$ cat src/rtl/nrs_ls_chest_pkg.sv
// Shared constants, state encoding and arithmetic helper for the NRS
// least-squares channel estimator.
package nrs_ls_chest_pkg;

   localparam int WIDTH_IQ   = 16;
   localparam int FRAC       = 11;
   localparam int NRS_PER_SF = 8;
   localparam int ADDR_W     = 4;
   localparam int IDX_W      = 3;
   localparam int PROD_W     = 2 * WIDTH_IQ;
   localparam int SUM_W      = PROD_W + 2;

   // NRS symbol components are +/- 1/sqrt(2) in Q5.11
   localparam logic [WIDTH_IQ-1:0] NRS_POS = 16'h05A8;
   localparam logic [WIDTH_IQ-1:0] NRS_NEG = 16'hFA58;

   typedef enum logic [2:0] {
      IDLE    = 3'd0,
      ARMED   = 3'd1,
      FETCH_I = 3'd2,
      CAP_R   = 3'd3,
      CAP_I   = 3'd4,
      MUL     = 3'd5,
      OUT     = 3'd6
   } nrs_state_e;

   // Round half-up at the FRAC boundary, then clamp into the Q5.11 range.
   function automatic logic [WIDTH_IQ-1:0] round_sat(input logic signed [SUM_W-1:0] s);
      logic signed [SUM_W-1:0] r;
      r = (s + (SUM_W'(1) <<< (FRAC - 1))) >>> FRAC;
      if (r > SUM_W'(32767)) begin
         round_sat = 16'h7FFF;
      end else if (r < -SUM_W'(32768)) begin
         round_sat = 16'h8000;
      end else begin
         round_sat = r[WIDTH_IQ-1:0];
      end
   endfunction

endpackage

$ cat src/rtl/nrs_ls_chest_cmul_rnd.sv
// Conjugate complex multiply y*conj(x): product register loaded in the MUL
// stage, followed by combinational sum, rounding and saturation.
module nrs_cmul_rnd
   import nrs_ls_chest_pkg::*;
(
   input  logic                       clk,
   input  logic                       rst,
   input  logic                       mul_en,
   input  logic signed [WIDTH_IQ-1:0] y_r,
   input  logic signed [WIDTH_IQ-1:0] y_i,
   input  logic signed [WIDTH_IQ-1:0] x_r,
   input  logic signed [WIDTH_IQ-1:0] x_i,
   output logic        [WIDTH_IQ-1:0] h_r,
   output logic        [WIDTH_IQ-1:0] h_i
);

   logic signed [PROD_W-1:0] p_rr_q, p_rr_d;   // yr*xr
   logic signed [PROD_W-1:0] p_ii_q, p_ii_d;   // yi*xi
   logic signed [PROD_W-1:0] p_ir_q, p_ir_d;   // yi*xr
   logic signed [PROD_W-1:0] p_ri_q, p_ri_d;   // yr*xi
   logic signed [SUM_W-1:0]  s_r, s_i;

   // Load the four partial products only when the FSM is in MUL
   always_comb begin
      p_rr_d = p_rr_q;
      p_ii_d = p_ii_q;
      p_ir_d = p_ir_q;
      p_ri_d = p_ri_q;
      if (mul_en) begin
         p_rr_d = y_r * x_r;
         p_ii_d = y_i * x_i;
         p_ir_d = y_i * x_r;
         p_ri_d = y_r * x_i;
      end
   end

   // Product register
   always_ff @(posedge clk or negedge rst) begin
      if (!rst) begin
         p_rr_q <= '0;
         p_ii_q <= '0;
         p_ir_q <= '0;
         p_ri_q <= '0;
      end else begin
         p_rr_q <= p_rr_d;
         p_ii_q <= p_ii_d;
         p_ir_q <= p_ir_d;
         p_ri_q <= p_ri_d;
      end
   end

   // Sign-extended sums for the conjugate product, then round and clamp
   always_comb begin
      s_r = {{2{p_rr_q[PROD_W-1]}}, p_rr_q} + {{2{p_ii_q[PROD_W-1]}}, p_ii_q};
      s_i = {{2{p_ir_q[PROD_W-1]}}, p_ir_q} - {{2{p_ri_q[PROD_W-1]}}, p_ri_q};
      h_r = round_sat(s_r);
      h_i = round_sat(s_i);
   end

endmodule

$ cat src/rtl/nrs_ls_chest.sv
// LS channel estimator at NRS resource elements. Each accepted RE fetches
// its reference symbol from NRS_top (addresses 2k, 2k+1) and emits
// h(k) = y(k)*conj(x(k)) five clocks after acceptance.
//
// Handshake: an RE transfers on a rising edge where re_valid and re_ready
// are both high; re_ready is high only in ARMED and never depends on
// re_valid. Results are one-cycle h_valid strobes with no back-pressure.
module nrs_ls_chest
   import nrs_ls_chest_pkg::*;
(
   input  logic                clk,
   input  logic                rst,
   input  logic                new_frame,
   input  logic                nrs_rdy,
   input  logic                re_valid,
   output logic                re_ready,
   input  logic [IDX_W-1:0]    re_idx,
   input  logic [WIDTH_IQ-1:0] re_r,
   input  logic [WIDTH_IQ-1:0] re_i,
   output logic [ADDR_W-1:0]   rd_addr_est,
   input  logic [WIDTH_IQ-1:0] nrs_est,
   output logic                h_valid,
   output logic [IDX_W-1:0]    h_idx,
   output logic [WIDTH_IQ-1:0] h_r,
   output logic [WIDTH_IQ-1:0] h_i,
   output logic                sf_done,
   output logic                idx_err,
   output logic [2:0]          state_dbg
);

   nrs_state_e          state_q, state_d;
   logic [IDX_W-1:0]    cnt_q, cnt_d;
   logic [WIDTH_IQ-1:0] yr_q, yr_d, yi_q, yi_d;
   logic [WIDTH_IQ-1:0] xr_q, xr_d, xi_q, xi_d;
   logic [ADDR_W-1:0]   rd_addr_q, rd_addr_d;
   logic                h_valid_q, h_valid_d;
   logic [IDX_W-1:0]    h_idx_q, h_idx_d;
   logic [WIDTH_IQ-1:0] h_r_q, h_r_d, h_i_q, h_i_d;
   logic                sf_done_q, sf_done_d;
   logic                idx_err_q, idx_err_d;
   logic                mul_en;
   logic [WIDTH_IQ-1:0] hr_c, hi_c;

   nrs_cmul_rnd u_cmul (
      .clk    (clk),
      .rst    (rst),
      .mul_en (mul_en),
      .y_r    (yr_q),
      .y_i    (yi_q),
      .x_r    (xr_q),
      .x_i    (xi_q),
      .h_r    (hr_c),
      .h_i    (hi_c)
   );

   // Next-state, counter, address and output-register logic; new_frame wins
   always_comb begin
      state_d   = state_q;
      cnt_d     = cnt_q;
      yr_d      = yr_q;
      yi_d      = yi_q;
      xr_d      = xr_q;
      xi_d      = xi_q;
      rd_addr_d = rd_addr_q;
      h_idx_d   = h_idx_q;
      h_r_d     = h_r_q;
      h_i_d     = h_i_q;
      h_valid_d = 1'b0;
      sf_done_d = 1'b0;
      idx_err_d = 1'b0;
      mul_en    = 1'b0;
      if (new_frame) begin
         state_d = IDLE;
         cnt_d   = '0;
      end else begin
         case (state_q)
            IDLE: begin
               if (nrs_rdy) state_d = ARMED;
            end
            ARMED: begin
               if (re_valid) begin
                  if (re_idx == cnt_q) begin
                     yr_d      = re_r;
                     yi_d      = re_i;
                     rd_addr_d = {cnt_q, 1'b0};
                     state_d   = FETCH_I;
                  end else begin
                     idx_err_d = 1'b1;
                  end
               end else if (!nrs_rdy) begin
                  state_d = IDLE;
               end
            end
            FETCH_I: begin
               rd_addr_d = {cnt_q, 1'b1};
               state_d   = CAP_R;
            end
            CAP_R: begin
               xr_d    = nrs_est;
               state_d = CAP_I;
            end
            CAP_I: begin
               xi_d    = nrs_est;
               state_d = MUL;
            end
            MUL: begin
               mul_en  = 1'b1;
               state_d = OUT;
            end
            OUT: begin
               h_valid_d = 1'b1;
               h_idx_d   = cnt_q;
               h_r_d     = hr_c;
               h_i_d     = hi_c;
               if (cnt_q == IDX_W'(NRS_PER_SF - 1)) begin
                  sf_done_d = 1'b1;
                  cnt_d     = '0;
                  state_d   = IDLE;
               end else begin
                  cnt_d   = cnt_q + 1'b1;
                  state_d = nrs_rdy ? ARMED : IDLE;
               end
            end
            default: state_d = IDLE;
         endcase
      end
   end

   // State and datapath registers
   always_ff @(posedge clk or negedge rst) begin
      if (!rst) begin
         state_q   <= IDLE;
         cnt_q     <= '0;
         yr_q      <= '0;
         yi_q      <= '0;
         xr_q      <= '0;
         xi_q      <= '0;
         rd_addr_q <= '0;
         h_valid_q <= 1'b0;
         h_idx_q   <= '0;
         h_r_q     <= '0;
         h_i_q     <= '0;
         sf_done_q <= 1'b0;
         idx_err_q <= 1'b0;
      end else begin
         state_q   <= state_d;
         cnt_q     <= cnt_d;
         yr_q      <= yr_d;
         yi_q      <= yi_d;
         xr_q      <= xr_d;
         xi_q      <= xi_d;
         rd_addr_q <= rd_addr_d;
         h_valid_q <= h_valid_d;
         h_idx_q   <= h_idx_d;
         h_r_q     <= h_r_d;
         h_i_q     <= h_i_d;
         sf_done_q <= sf_done_d;
         idx_err_q <= idx_err_d;
      end
   end

   assign re_ready    = (state_q == ARMED);
   assign rd_addr_est = rd_addr_q;
   assign h_valid     = h_valid_q;
   assign h_idx       = h_idx_q;
   assign h_r         = h_r_q;
   assign h_i         = h_i_q;
   assign sf_done     = sf_done_q;
   assign idx_err     = idx_err_q;
   assign state_dbg   = state_q;

endmodule

$ cat config.mk
export PLATFORM = sky130hd
export DESIGN_NAME = nrs_ls_chest
export DESIGN_NICKNAME = d
export VERILOG_FILES = /design/src/rtl/nrs_ls_chest_pkg.sv /design/src/rtl/nrs_ls_chest_cmul_rnd.sv /design/src/rtl/nrs_ls_chest.sv
export SDC_FILE = /design/constraint.sdc
export NUM_CORES = 2
export LEC_CHECK = 0
export CAP_MARGIN = 15
export CORE_ASPECT_RATIO = 1.25
export CORE_MARGIN = 4
export CORE_UTILIZATION = 65
export CTS_BUF_LIST = sky130_fd_sc_hd__clkbuf_2
export DETAILED_ROUTE_END_ITERATION = 12
export PLACE_DENSITY = 0.81
export SYNTH_ARGS = -nofsm -noshare
export SYNTH_HDL_FRONTEND = slang
export SYNTH_SLANG_ARGS = --single-unit
$ cat constraint.sdc
create_clock -name clk -period 9.2 [get_ports clk]
set_input_delay 1.38 -clock clk [delete_from_list [all_inputs] [get_ports clk]]
set_output_delay 1.38 -clock clk [all_outputs]
set_load 0.1 [all_outputs]
==> impl_metrics.csv <==
group,metric,value,unit
status,outcome,"completed",
setup_path,cp.arrival,8.65,ns
clock_network,clk_pin_slew_worst_paths,0.09,ns
placement,place_ws,1.81,ns
timing,fmax,130,MHz
setup_path,startpoint_type,"register",
setup_path,required,10.15,ns
setup_path,cp_top_family,"adder cells",
setup_path,slowest_delay,1.13,ns
setup_path,worst-setup-path-type,"reg -> reg",
final_layout,multi_input_area,0.0401,mm²
final_layout,syn_to_final_growth,5.17,%
global_route,grt_pass1_vias,40475,
yosys,yosysWarningCount,0,
route,ant_nets,0,
timing,setup_viol,0,
route,wl_met1,45.9,mm
route,wire_per_inst,18.4,µm
timing,drv_slew,0,
setup_path,crit_path_max_fanout,18,
floorplanning,start_util,65.5,%
floorplanning,core_area,0.0786,mm²
clock_network,cts_resized,0,
clock_network,ctsRootBufferMaster,"clkbuf_2",
global_route,grt_overflow,0,
clock_network,clock_sinks,240,
placement,gp_congestion,0.947,
pwr,p_sw_share,56.0,%
setup_path,startpoint,"yi_q[9]",
pwr,p_sw,9.59,mW
global_route,grt_usage,30.7,%
placement,io_buffers,101,
floorplanning,die_h,323,µm
route,route.met3.wl,9.70,mm
pwr,p_int,7.53,mW
clock_network,cts_tree,"built",
yosys,synthAdderAreaFrac,51.8,%
route,num_vias,37418,
clock_network,htreeDepth,3,
timing,min_period,7.70,ns
yosys,synth-seq-cells,240,
yosys,postSynth.asyncResetShare,100,%
yosys,syn-cell-area,0.0515,mm²
timing,timing.final.ws_setup,1.50,ns
setup_path,crit_cells,21,
setup_path,crit_buf_inv,4,
pwr,p_leak,28.5,nW
yosys,synth-compound-area-share,6.88,%
yosys,syn_avg_cell_area,9.38,µm²
route,highest_layer,"met4",
setup_path,worst_path_most_repeated_cell,"fa_1",
final_layout,fillerInstances,6029,
final_layout,final-seq-area,0.00601,mm²
route,met2_length,57.4,mm
route,post_drt_via_cell_ratio,5.67,
yosys,synthCells,5486,
clock_network,cts_made_buffers,68,
setup_path,reg2reg_from,"yi_q[9]",
pwr,pwr_density_cell,316,mW/mm²
final_layout,drive_gt1_share,5.36,%
floorplanning,dieWidth,260,µm
yosys,synth_xor_area_share,3.13,%
setup_path,path_cells,"buf_4, nand2_1, fa_1, fa_1, inv_1, fa_1, inv_1, fa_1, inv_1, fa_1, fa_1, ha_1, a21oi_1, nor2_1, o311ai_0, o2111ai_1, nand2_1, o311ai_0, o41ai_1, xnor2_1, o21ai_0",
global_route,grt_max_degree,108,
global_route,grt_pass1_wl,203,mm
yosys,seq_area_frac_synth,11.7,%
timing,finalHoldViolCount,0,
yosys,ys_dominant_reg_cell,"dfrtp_1",
clock_network,cts_setup_buffers,0,
setup_path,ff2ff_path_depth,21,
min_path,hold_path.class,"in -> async",
timing,finalSetupTns,0,ns
route,drt_iter0_markers,2965,
clock_network,cts_hold_buffers,0,
pwr,pwr-share-seq,8.9,%
setup_path,endpoint_kind,"register",
floorplanning,rows,115,
flow_run,maxCapViolCount,0,
clock_network,clock_latency,1.16,ns
timing,worstMarginPinSlew,1.36,ns
yosys,yosysUniqueCellTypes,77,
timing,fin_crit_sh,83.7,%
route,drc,0,
timing,finClkSkew,0.141,ns
timing,max_slew_margin,8.52,%
floorplanning,dieArea,0.0838,mm²
pwr,clock_power_share,5.0,%
floorplanning,io_pins,102,
pwr,peakVddDrop,0.363,mV
yosys,syn_nets,7044,
placement,dp_hpwl,97.4,mm
yosys,synth_top_family_by_area,"adder cells",
pwr,power_frac_comb,86.0,%
setup_path,slowest_stage,"o311ai_0",
yosys,synth_edf_count,0,
timing,rsz0062_at_grt,"false",
yosys,synthMuxAreaShare,1.99,%
clock_network,cts_buffer_depth,3,
global_route,antenna_found_initial,5,
final_layout,fin_nets,7054,
route,routed_wl,121,mm
yosys,synthSimpleGateAreaFrac,14.1,%
route,dr.pass1.iters,6,
[stage by stage]
stage	instance area (µm²)	instances	hold WS (ns)	power [mW]	util [%]
finish	54100	6595	0.258	17.1	68.9
global route	54100	6595	0.258	19.2	68.9
CTS	54100	6591	0.194	17.1	68.9
detailed placement	53500	6478	0.474	16.2	68.1
global placement	53500	6478	0.455	15.6	68.1
floorplan	51500	5486	0.441	12.6	-
[area by class of cell]
cell class | count | area share, %
Multi-Input combinational cell | 3811 | 74.1
Sequential cell | 240 | 11.1
Inverter | 1197 | 8.30
Timing Repair Buffer | 178 | 2.97
Tap cell | 1053 | 2.43
Clock buffer | 86 | 0.795
Clock inverter | 27 | 0.326
Antenna cell | 3 | 0.0139
[flip-flops by register name, summed over array words and instances, names as in the netlist]
| register | count |
|---|---|
| yr_q | 16 |
| u_cmul.p_ii_q | 32 |
| cnt_q | 3 |
| rd_addr_est | 4 |
| u_cmul.p_ri_q | 32 |
| xr_q | 16 |
| u_cmul.p_rr_q | 32 |
| idx_err | 1 |
| sf_done | 1 |
| h_r | 16 |
| yi_q | 16 |
| h_valid | 1 |
| xi_q | 16 |
| state_dbg | 3 |
| h_i | 16 |
| u_cmul.p_ir_q | 32 |
| h_idx | 3 |
[routing by layer]
metal / global-route usage [%] / vias to the layer above
li1: - / 16616
met1: 39.7 / 18923
met2: 50.1 / 1513
met3: 5.06 / 366
met4: 16.3 / 0
met5: 0 / -
[cell families (layout without fill, tap and decap cells)]
kind of cell | Yosys count | in the layout
XOR/XNOR | 184 | 184
buffers and inverters | 1435 | 1488
AO/OA/AOI/OAI | 549 | 549
AND/OR/NAND/NOR | 1485 | 1485
other | 0 | 3
flip-flops | 240 | 240
adder cells (fa/ha/maj) | 1502 | 1502
multiplexers | 91 | 91
[cells in the final DEF, fill, tap and decap left out, types with 22 or more instances in the layout]
cell / synthesis / final
a21o_1: 65 / 65
a21oi_1: 129 / 129
and2_1: 501 / 501
buf_4: 0 / 76
clkbuf_2: 0 / 86
clkdlybuf4s50_1: 0 / 100
dfrtp_1: 240 / 240
fa_1: 1048 / 1048
ha_1: 454 / 454
inv_1: 1196 / 1196
mux2_2: 89 / 89
nand2_1: 633 / 633
nand2b_1: 42 / 42
nand3_1: 33 / 32
nor2_1: 172 / 169
nor3_1: 32 / 31
o21a_1: 23 / 23
o21ai_0: 172 / 172
o21bai_1: 22 / 22
xnor2_1: 123 / 123
xor2_1: 61 / 61
[synthesized netlist by cell type, types with 6 or more instances]
cell / count / area share (%)
a211oi_1: 10 / 0.15
and3_1: 11 / 0.13
a21oi_1: 129 / 1.3
dfrtp_1: 240 / 12
nor3_1: 32 / 0.31
nand2_1: 633 / 4.6
nor3b_1: 6 / 0.087
fa_1: 1048 / 41
a311oi_1: 6 / 0.10
and4_1: 7 / 0.12
o22ai_2: 10 / 0.24
xnor2_1: 123 / 2.1
o211ai_1: 7 / 0.10
nand4_1: 10 / 0.12
a21o_1: 65 / 0.95
xor2_1: 61 / 1.0
o31ai_1: 9 / 0.13
inv_1: 1196 / 8.7
o2111ai_1: 6 / 0.10
nor2b_1: 8 / 0.097
a31oi_1: 21 / 0.26
nor2_1: 172 / 1.3
clkbuf_1: 231 / 1.7
o21ai_0: 172 / 1.7
or3_1: 11 / 0.13
mux2_2: 89 / 1.9
ha_1: 454 / 11
nand3_1: 33 / 0.32
a211o_1: 8 / 0.14
nand2b_1: 42 / 0.51
o21a_1: 23 / 0.34
o21bai_1: 22 / 0.32
and2_1: 501 / 6.1
[final timing paths]
check	end	slack, ns
worst max-delay path	u_cmul.p_ii_q[31]	1.50
worst min-delay path	u_cmul.p_ii_q[24]	0.26
worst max register to register	u_cmul.p_ii_q[31]	1.50
worst min register to register	u_cmul.p_rr_q[19]	0.49
max in group asynchronous	u_cmul.p_ir_q[4]	7.10
min in group clk	u_cmul.p_rr_q[19]	0.49
[power by group through the flow]
stage | Sequential, mW | Clock (mW) | Combinational, mW
after floorplan | 1.48 | 0 | 11.1
after global placement | 1.52 | 0 | 14.1
after detailed placement | 1.54 | 0 | 14.6
after CTS | 1.51 | 0.894 | 14.7
after global routing | 1.55 | 0.949 | 16.7
final | 1.53 | 0.864 | 14.7
No activity file was read; power rests on OpenSTA's default activity.
